**config.mk**
```make
export PLATFORM = sky130hd
export DESIGN_NAME = serial_tx_engine_flat
export DESIGN_NICKNAME = d
export VERILOG_FILES = /design/src/rtl/serial_tx_engine_pkg.sv /design/src/rtl/serial_tx_engine_if.sv /design/src/rtl/serial_tx_engine_baud_tick_gen.sv /design/src/rtl/serial_tx_engine.sv /design/src/flat_wrapper.sv
export SDC_FILE = /design/constraint.sdc
export NUM_CORES = 1
export LEC_CHECK = 0
export CAP_MARGIN = 20
export CELL_PAD_IN_SITES_DETAIL_PLACEMENT = 0
export CELL_PAD_IN_SITES_GLOBAL_PLACEMENT = 1
export CORE_AREA = 2 2 123 125
export DETAILED_ROUTE_END_ITERATION = 12
export DIE_AREA = 0 0 125 127
export PLACE_DENSITY_LB_ADDON = 0.15
export SYNTH_ARGS = -nofsm -noshare
export SYNTH_HDL_FRONTEND = slang
export SYNTH_HIERARCHICAL = 1
export SYNTH_SLANG_ARGS = --single-unit
```
**constraint.sdc**
```tcl
create_clock -name clock -period 4 [get_ports clock]
set_clock_uncertainty 0.1 [all_clocks]
set_input_delay 1 -clock clock [delete_from_list [all_inputs] [get_ports clock]]
set_output_delay 1 -clock clock [all_outputs]
set_load 0.02 [all_outputs]
```
**src/rtl/serial_tx_engine_pkg.sv**
```systemverilog
// Shared types and helpers for the serial transmit path.
package serial_pkg;

  localparam int WORD_W        = 9;
  localparam int DATA_BITS_MIN = 5;
  localparam int DATA_BITS_MAX = 9;

  localparam logic [1:0] PARITY_NONE = 2'd0;
  localparam logic [1:0] PARITY_EVEN = 2'd1;
  localparam logic [1:0] PARITY_ODD  = 2'd2;

  typedef enum logic [2:0] {
    ST_IDLE, ST_LOAD, ST_START, ST_DATA, ST_PARITY, ST_STOP, ST_BREAK
  } tx_state_t;

  // Frame width is always 5..9 data bits regardless of what software wrote.
  function automatic logic [3:0] clamp_bits(input logic [3:0] n);
    if (n < 4'(DATA_BITS_MIN)) return 4'(DATA_BITS_MIN);
    if (n > 4'(DATA_BITS_MAX)) return 4'(DATA_BITS_MAX);
    return n;
  endfunction

  // Parity over the first n data bits; odd mode inverts the even result.
  function automatic logic calc_parity(input logic [WORD_W-1:0] d,
                                       input logic [3:0] n,
                                       input logic [1:0] mode);
    logic p;
    p = 1'b0;
    for (int i = 0; i < WORD_W; i++)
      if (i < int'(n)) p = p ^ d[i];
    return p ^ (mode == PARITY_ODD);
  endfunction

endpackage

```
**src/rtl/serial_tx_engine_if.sv**
```systemverilog
// Read port of the TX FIFO as seen by the transmit engine.
interface serial_tx_engine_if;
  import serial_pkg::*;

  logic              fifo_empty;
  logic [WORD_W-1:0] fifo_rd_data;
  logic              fifo_rd_req;

  modport master (input fifo_empty, input fifo_rd_data, output fifo_rd_req);
  modport slave  (output fifo_empty, output fifo_rd_data, input fifo_rd_req);
endinterface

```
**src/rtl/serial_tx_engine_baud_tick_gen.sv**
```systemverilog
// Fractional bit-period timer. Each restart loads a period of int + carry,
// where carry is the overflow of a wrapping fractional accumulator.
// bit_end marks the last cycle of the loaded period.
module baud_tick_gen #(
  parameter int DIV_INT_W  = 16,
  parameter int DIV_FRAC_W = 8
) (
  input  logic                  clock,
  input  logic                  reset,
  input  logic                  restart,
  input  logic [DIV_INT_W-1:0]  div_int,
  input  logic [DIV_FRAC_W-1:0] div_frac,
  output logic                  bit_end
);

  logic [DIV_INT_W:0]    cnt;
  logic [DIV_FRAC_W-1:0] acc;
  logic                  running;
  logic [DIV_INT_W-1:0]  int_eff;
  logic [DIV_FRAC_W:0]   sum;
  logic [DIV_INT_W:0]    period;

  // Next period length: divisor floored at 2, plus fractional carry.
  always_comb begin
    int_eff = (div_int < DIV_INT_W'(2)) ? DIV_INT_W'(2) : div_int;
    sum     = {1'b0, acc} + {1'b0, div_frac};
    period  = {1'b0, int_eff} + {{DIV_INT_W{1'b0}}, sum[DIV_FRAC_W]};
  end

  assign bit_end = running && (cnt == '0);

  // Down-counter reloaded on restart; stops after bit_end without restart.
  always_ff @(posedge clock) begin
    if (!reset) begin
      cnt     <= '0;
      acc     <= '0;
      running <= 1'b0;
    end else if (restart) begin
      cnt     <= period - (DIV_INT_W+1)'(1);
      acc     <= sum[DIV_FRAC_W-1:0];
      running <= 1'b1;
    end else if (running) begin
      if (cnt == '0) running <= 1'b0;
      else           cnt     <= cnt - (DIV_INT_W+1)'(1);
    end
  end

endmodule

```
**src/rtl/serial_tx_engine.sv**
```systemverilog
// UART transmit engine: pops a FIFO word per frame and serializes it
// LSB-first with start, 5..9 data, optional parity and 1/2 stop bits.
module serial_tx_engine
  import serial_pkg::*;
#(
  parameter int DIV_INT_W  = 16,
  parameter int DIV_FRAC_W = 8
) (
  input  logic                  clock,
  input  logic                  reset,
  input  logic                  enable,
  input  logic [DIV_INT_W-1:0]  baud_div_int,
  input  logic [DIV_FRAC_W-1:0] baud_div_frac,
  input  logic [3:0]            data_bits,
  input  logic [1:0]            parity_mode,
  input  logic                  two_stop,
  input  logic                  break_request,
  serial_tx_engine_if.master    fifo,
  output logic                  tx,
  output logic                  busy,
  output logic                  frame_done
);

  tx_state_t             state, state_nx;
  logic [WORD_W-1:0]     shreg;
  logic [3:0]            nbits, bit_cnt;
  logic                  par_en, par_bit, two_stop_r, stop_cnt;
  logic [DIV_INT_W-1:0]  div_int_r, div_int_sel;
  logic [DIV_FRAC_W-1:0] div_frac_r, div_frac_sel;
  logic                  bit_end, restart, last_data, last_stop;

  // The first bit period is armed during LOAD, before the divisor regs
  // have captured the new config, so LOAD feeds the live inputs through.
  assign div_int_sel  = (state == ST_LOAD) ? baud_div_int  : div_int_r;
  assign div_frac_sel = (state == ST_LOAD) ? baud_div_frac : div_frac_r;
  assign last_data    = (bit_cnt == nbits - 4'd1);
  assign last_stop    = !two_stop_r || stop_cnt;

  baud_tick_gen #(.DIV_INT_W(DIV_INT_W), .DIV_FRAC_W(DIV_FRAC_W)) u_baud (
    .clock    (clock),
    .reset    (reset),
    .restart  (restart),
    .div_int  (div_int_sel),
    .div_frac (div_frac_sel),
    .bit_end  (bit_end)
  );

  // State register.
  always_ff @(posedge clock) begin
    if (!reset) state <= ST_IDLE;
    else        state <= state_nx;
  end

  // Next-state logic.
  always_comb begin
    state_nx = state;
    case (state)
      ST_IDLE:   if (break_request)                    state_nx = ST_BREAK;
                 else if (enable && !fifo.fifo_empty)  state_nx = ST_LOAD;
      ST_LOAD:   state_nx = ST_START;
      ST_START:  if (bit_end) state_nx = ST_DATA;
      ST_DATA:   if (bit_end && last_data) state_nx = par_en ? ST_PARITY : ST_STOP;
      ST_PARITY: if (bit_end) state_nx = ST_STOP;
      ST_STOP:   if (bit_end && last_stop) state_nx = ST_IDLE;
      ST_BREAK:  if (!break_request) state_nx = ST_IDLE;
      default:   state_nx = ST_IDLE;
    endcase
  end

  // Outputs: line level, pop pulse, status, and timer re-arm at bit starts.
  always_comb begin
    tx               = 1'b1;
    fifo.fifo_rd_req = (state == ST_LOAD);
    busy             = (state != ST_IDLE) && (state != ST_BREAK);
    frame_done       = (state == ST_STOP) && bit_end && last_stop;
    restart          = (state == ST_LOAD) || (bit_end && !frame_done);
    case (state)
      ST_START:  tx = 1'b0;
      ST_DATA:   tx = shreg[0];
      ST_PARITY: tx = par_bit;
      ST_BREAK:  tx = 1'b0;
      default:   tx = 1'b1;
    endcase
  end

  // Frame registers: captured at LOAD, then walked by bit_end.
  always_ff @(posedge clock) begin
    if (!reset) begin
      shreg      <= '0;
      nbits      <= 4'(DATA_BITS_MIN);
      bit_cnt    <= '0;
      par_en     <= 1'b0;
      par_bit    <= 1'b0;
      two_stop_r <= 1'b0;
      stop_cnt   <= 1'b0;
      div_int_r  <= '0;
      div_frac_r <= '0;
    end else if (state == ST_LOAD) begin
      shreg      <= fifo.fifo_rd_data;
      nbits      <= clamp_bits(data_bits);
      bit_cnt    <= '0;
      par_en     <= (parity_mode == PARITY_EVEN) || (parity_mode == PARITY_ODD);
      par_bit    <= calc_parity(fifo.fifo_rd_data, clamp_bits(data_bits), parity_mode);
      two_stop_r <= two_stop;
      stop_cnt   <= 1'b0;
      div_int_r  <= baud_div_int;
      div_frac_r <= baud_div_frac;
    end else if (bit_end) begin
      if (state == ST_DATA) begin
        shreg   <= {1'b0, shreg[WORD_W-1:1]};
        bit_cnt <= bit_cnt + 4'd1;
      end
      if (state == ST_STOP) stop_cnt <= 1'b1;
    end
  end

endmodule

```
**src/flat_wrapper.sv**
```systemverilog
// flat-port wrapper written by rule: the top's interface ports become plain ports
module serial_tx_engine_flat import serial_pkg::*;
#(
  parameter int DIV_INT_W  = 16,
  parameter int DIV_FRAC_W = 8
)
  (clock, reset, enable, baud_div_int, baud_div_frac, data_bits, parity_mode, two_stop, break_request, tx, busy, frame_done, fifo_fifo_empty, fifo_fifo_rd_data, fifo_fifo_rd_req);
  serial_tx_engine_if fifo_i ();
  input  logic clock;
  input  logic reset;
  input  logic enable;
  input  logic [DIV_INT_W-1:0] baud_div_int;
  input  logic [DIV_FRAC_W-1:0] baud_div_frac;
  input  logic [3:0] data_bits;
  input  logic [1:0] parity_mode;
  input  logic two_stop;
  input  logic break_request;
  output logic tx;
  output logic busy;
  output logic frame_done;
  input wire logic [$bits(fifo_i.fifo_empty)-1:0] fifo_fifo_empty;
  input wire logic [$bits(fifo_i.fifo_rd_data)-1:0] fifo_fifo_rd_data;
  output wire logic [$bits(fifo_i.fifo_rd_req)-1:0] fifo_fifo_rd_req;
  assign fifo_i.fifo_empty = fifo_fifo_empty;
  assign fifo_i.fifo_rd_data = fifo_fifo_rd_data;
  assign fifo_fifo_rd_req = fifo_i.fifo_rd_req;
  serial_tx_engine #(.DIV_INT_W(DIV_INT_W), .DIV_FRAC_W(DIV_FRAC_W)) u_core (.clock(clock), .reset(reset), .enable(enable), .baud_div_int(baud_div_int), .baud_div_frac(baud_div_frac), .data_bits(data_bits), .parity_mode(parity_mode), .two_stop(two_stop), .break_request(break_request), .fifo(fifo_i), .tx(tx), .busy(busy), .frame_done(frame_done));
endmodule
```
== Word-level counts from Yosys, hierarchy flattened ==
Cells that the tools add are included.

* Register bits after elaboration: 74
* Bits in latches: 0
* Memory bits (writable): 0
* Memory bits (read-only): 0
* Bits of input ports: 45
* Memories: 0

* Add/subtract/negate cells: 6
* Multipliers: 0
* Divide/modulo/power cells: 0
* Magnitude comparators: 12
* Equal/unequal tests: 17
* Shift operators: 0
* Multiplexer cells: 62
* Bitwise gates (word level): 10
* Reductions and logical operators: 27

{| class="wikitable"
|+ Operators with widths
! cell !! number
|-
| $mux 17 || 3
|-
| $mux 1 || 38
|-
| $sub 17x1->17 const B || 2
|-
| $mux 16 || 2
|-
| $mux 9 || 3
|-
| $mux 4 || 6
|-
| $mux 3 || 7
|-
| $pmux 3 s7 || 1
|-
| $add 16x1->17 || 1
|-
| $logic_not 17->1 || 1
|-
| $lt 16x2->1 const B || 1
|-
| $lt 3x4->1 const A || 4
|-
| $ne 2x1->1 const B || 5
|-
| $add 8x8->9 || 1
|-
| $eq 3x3->1 const B || 3
|-
| $xor 1x1->1 || 9
|-
| $logic_and 1x1->1 || 8
|-
| $lt 1x4->1 const A || 2
|-
| $lt 2x4->1 const A || 2
|-
| $mux 8 || 1
|-
| $reduce_and 2->1 || 4
|-
| $eq 3x2->1 const B || 2
|-
| $reduce_and 6->1 || 1
|-
| $reduce_bool 2->1 || 3
|-
| other kinds (19) || 24
|}

== Logic depth before layout (Yosys ltp) ==
* Word-level depth: 48
* Depth in mapped cells: 19
* Mapped depth without buffers: 18

== Modules after synthesis ==
Netlist, hierarchy kept.

{| class="wikitable"
|+ Modules (own cells, without submodules)
! module !! instances !! cells an instance !! area each (sq um) !! seq. area each (sq um)
|-
| serial_tx_engine || 1 || 306 || 2327.2 || 960.9
|-
| baud_tick_gen || 1 || 242 || 1980.6 || 520.5
|}

== Worst setup path before layout ==
No wires, ideal clock.

* Kind: input to register
* Start: in baud_div_frac[0]
* End: reg u_core.u_baud.cnt[11]
* Setup time: 0.086 ns
* Arrival time: 4.085 ns
* Data required time: 3.814 ns
* Setup slack: -0.271 ns
* Cell stages on the path: 15
* Buffers on the path: 0
* Cell sequence: nand2_1 > nand2_1 > ha_1 > fa_1 > a21o_1 > a21oi_1 > o21ai_0 > o211a_1 > a211oi_1 > ha_1 > nand2b_1 > or4_1 > nor4b_1 > xnor2_1 > a211oi_1

* Cells in the longest elaborated chain, start to end: 5

{| class="wikitable"
|+ Ends and longest elaborated chain
! item !! RTL line !! source
|-
| start, declared || flat_wrapper.sv:13 || <nowiki>input logic [DIV_FRAC_W-1:0] baud_div_frac;</nowiki>
|-
| $mux 8 || - ||
|-
| via u_core.div_frac_sel[0] || serial_tx_engine.sv:29 || <nowiki>logic [DIV_FRAC_W-1:0] div_frac_r, div_frac_sel;</nowiki>
|-
| $add 8x8->9 || serial_tx_engine_baud_tick_gen.sv:26 || <nowiki>sum = {1'b0, acc} + {1'b0, div_frac};</nowiki>
|-
| $add 16x1->17 || serial_tx_engine_baud_tick_gen.sv:27 || <nowiki>period = {1'b0, int_eff} + {{DIV_INT_W{1'b0}}, sum[DIV_FRAC_W]};</nowiki>
|-
| $sub 17x1->17 || serial_tx_engine_baud_tick_gen.sv:39 || <nowiki>cnt <= period - (DIV_INT_W+1)'(1);</nowiki>
|-
| $mux 17 || serial_tx_engine_baud_tick_gen.sv:38 || <nowiki>end else if (restart) begin</nowiki>
|-
| end signal, assigned || serial_tx_engine_baud_tick_gen.sv:39 ||
|-
| end signal, assigned || serial_tx_engine_baud_tick_gen.sv:44 || <nowiki>else cnt <= cnt - (DIV_INT_W+1)'(1);</nowiki>
|-
| end, declared || serial_tx_engine_baud_tick_gen.sv:16 || <nowiki>logic [DIV_INT_W:0] cnt;</nowiki>
|}

The timed path passes the listed nets, and every way through them passes these cells.
A chain may end at the register's enable or synchronous reset.

== Worst setup path in the final report ==
Ends and elaborated chain as after synthesis.

==> metrics.txt <==
Port Buffers 48; M3 GR Usage 3.18%; Critical Path RT 4.15 ns; Core ar. 14,400 um^2; Post-synth EDFFs 0; CP Data Arrival Time 4.06 ns; drt first pass iters 4; most frequent cell after synthesis nand2_1; post-DP HPWL 8900 um; clock latency on the worst-skew pair 0.34 ns; final core utilization 39.8%; met2 GRT Util 25.3%; antenna violations before repair 0; slowest stage delay, CP 0.52 ns; Commonest cells post-synth 130 x nand2_1, 74 x dfxtp_1, 39 x nor2_1; peak supply drop 313 uV; Worst-path clk slew 0.06 ns; Residual DRC 0; # H-tree levels 3; max_slew headroom 56.4%; Top cell by count, worst path nand2_2; IO Pins 49; final hold vios 0; Hold Path Class reg2reg; crit path time final 3.91 ns; dpl cells 806; Lkg Pwr 2.38 nW; Main synth FF type dfxtp_1; Clock Tree Buf Depth 2; max-slew violation count 0; Layout Nets 698; TritonCTS Buffers 9; Post-CTS Hold Buffers 0; via count 4,029; asr flop ratio synth 0%; type of origin of the critical path input port; Starting Density 29.9%; GP Congestion 0.795; internal power 2.56 mW; Gate Count Post-Synth 548; CTS tree done; grt peak-use layer met2; ANT cells 0; vias per cell 4.88; DR iter-0 viols 188; post-route insts no fill 826; largest area contributor in the netlist dfxtp_1; number of buffers and inverters on the critical path 1; Chip Height 127 um; vias in the first global route 4,077; GRT Total Usage 15.4%; top-area cell type share of the netlist area 34.4%; DR WL/cell 14.4 um; crit path kind in2reg; die area 15,900 um^2; Synth cell types 65; crit-path max FO 4; fin crit share 97.9%; Slowest-stage cell, CP or4_4; switching power 1.67 mW; Setup crit end kind flip-flop; max cap viols 0; grt ovf 0; #FFs+latches synth 74; final setup fails 0; final WL 11,900 um; number of nets with antenna violations after routing 0; global-route wire length before repair 20,000 um; CP cell instances buf_6, nand2_2, nand2_2, ha_4, fa_2, a21o_1, a21oi_2, o21ai_2, o211a_1, a211oi_2, ha_2, nand2b_4, or4_4, nor4b_4, xnor2_1, a211oi_1; unrepaired setup endpoints after global routing true; layout cell share with drive strength beyond 1 17.0%; clock root cell clkbuf_16; sw frac 39.5%; synth top area cells dfxtp_1 34%, nand2_1 11%, xnor2_1 4.9%; syn_nets 609; Avg Cell Area, Syn 7.86 um^2; die width 125 um; Clk network pwr share 20.5%; Max Fclk 255 MHz; Rows 44; outcome finished clean; Cell Area, Synth 4310 um^2; sequential share of power 24.3%; combinational share of power 55.2%; largest net degree at the start of global routing 34; Crit path max-delay family compound AO/OA/AOI/OAI gates; Sink Count 74; Area growth, synth to finish 33.3%; Least-Margin Pin Slew 0.650 ns; Seq/Total Area, Yosys 34.4%; warnings from Yosys 6; pwr dens 738 nW/um^2; met1 GRT Util 20.5%
[worst reg2reg max path: cells and delay by family (launching register included)]
kind,cells,cell delay (ns)
AND/OR/NAND/NOR,7,1.20
AO/OA/AOI/OAI,6,1.14
adder cells (fa/ha/maj),3,0.77
flip-flops,1,0.38
XOR/XNOR,1,0.09
buffers and inverters,1,0.08
[per-layer routing]
layer | share of wire, % | wire length [um]
met1 | 51 | 6020
met2 | 45 | 5320
met3 | 3.0 | 360
met4 | 1.5 | 180
met5 | 0 | 0
[cell usage in the layout, fill, tap and decap left out, types with 6 or more instances in the layout]
master,count
ha_1,12
inv_1,12
xor2_1,10
a21oi_1,14
buf_4,56
nand3_1,14
and2_1,26
mux2i_1,7
o211ai_1,7
dfxtp_1,74
nor2_1,38
a211oi_1,13
o21ai_0,17
xnor2_1,24
or3_1,9
nand2b_1,6
clkdlybuf4s50_1,44
nor3_1,17
clkbuf_16,9
a311oi_1,8
nand2_1,125
[cell type report]
type                    count  area [um^2]
flip-flops and latches     74         1480
fillers                  1527         8680
inverters                  13         48.8
multi-input cells         435         2760
clock inverters             6         80.1
clock buffers              10          239
repair buffers            104          902
well taps                 184          230
[power by group through the flow]
stage | clock, mW | sequential [mW] | combinational (mW)
CTS | 0.900 | 1.02 | 2.31
global placement | 0 | 1.03 | 2.29
finish | 0.870 | 1.03 | 2.34
floorplan | 0 | 1.01 | 1.54
detailed placement | 0 | 1.04 | 2.30
global route | 0.922 | 1.05 | 2.61
[final timing paths]
check / from / end / slack, ns / cells past startpoint
worst max register to register: u_core/state[1] / u_core/u_baud/cnt[11] / 0.18 / 18
worst min register to register: u_core/stop_cnt / u_core/stop_cnt / 0.37 / 2
worst max-delay path: baud_div_frac[0] / u_core/u_baud/cnt[11] / 0.09 / 16
worst min-delay path: u_core/stop_cnt / u_core/stop_cnt / 0.37 / 2
[through the flow]
| step | instance area [um^2] | hold slack [ns] | power (mW) | TNS, ns | setup WS (ns) |
|---|---|---|---|---|---|
| final | 5740 | 0.370 | 4.24 | 0 | 0.0860 |
| after global routing | 5740 | 0.398 | 4.58 | -0.0599 | -0.0599 |
| after CTS | 5660 | 0.370 | 4.24 | 0 | 0.00188 |
| after detailed placement | 5340 | 0.357 | 3.34 | -3.58 | -0.487 |
| after global placement | 5340 | 0.349 | 3.32 | -3.22 | -0.448 |
| after floorplan | 4360 | 0.328 | 2.56 | 0 | 0.0200 |
[cells by family after synthesis]
kind of cell / count (synthesis) / synth area share [%]
AND/OR/NAND/NOR: 276 / 30.4
AO/OA/AOI/OAI: 97 / 16.4
flip-flops: 74 / 34.4
buffers and inverters: 39 / 3.86
XOR/XNOR: 36 / 7.81
adder cells (fa/ha/maj): 16 / 4.82
multiplexers: 10 / 2.41
[flip-flops by register name (all words and copies together), names as in the netlist, 3 cells and up]
signal,count
u_core/nbits,4
u_core/bit_cnt,4
u_core/div_frac_r,8
u_core/div_int_r,16
u_core/u_baud/acc,8
u_core/state,3
u_core/u_baud/cnt,17
u_core/shreg,9
[timing repair]
item | CTS | global route
endpoints found under the setup margin | 3 | 12
resized for setup | 1 | 20
buffers inserted | 0 | 4
pin swaps | 5 | 17
(Power assumes the default switching activity.)
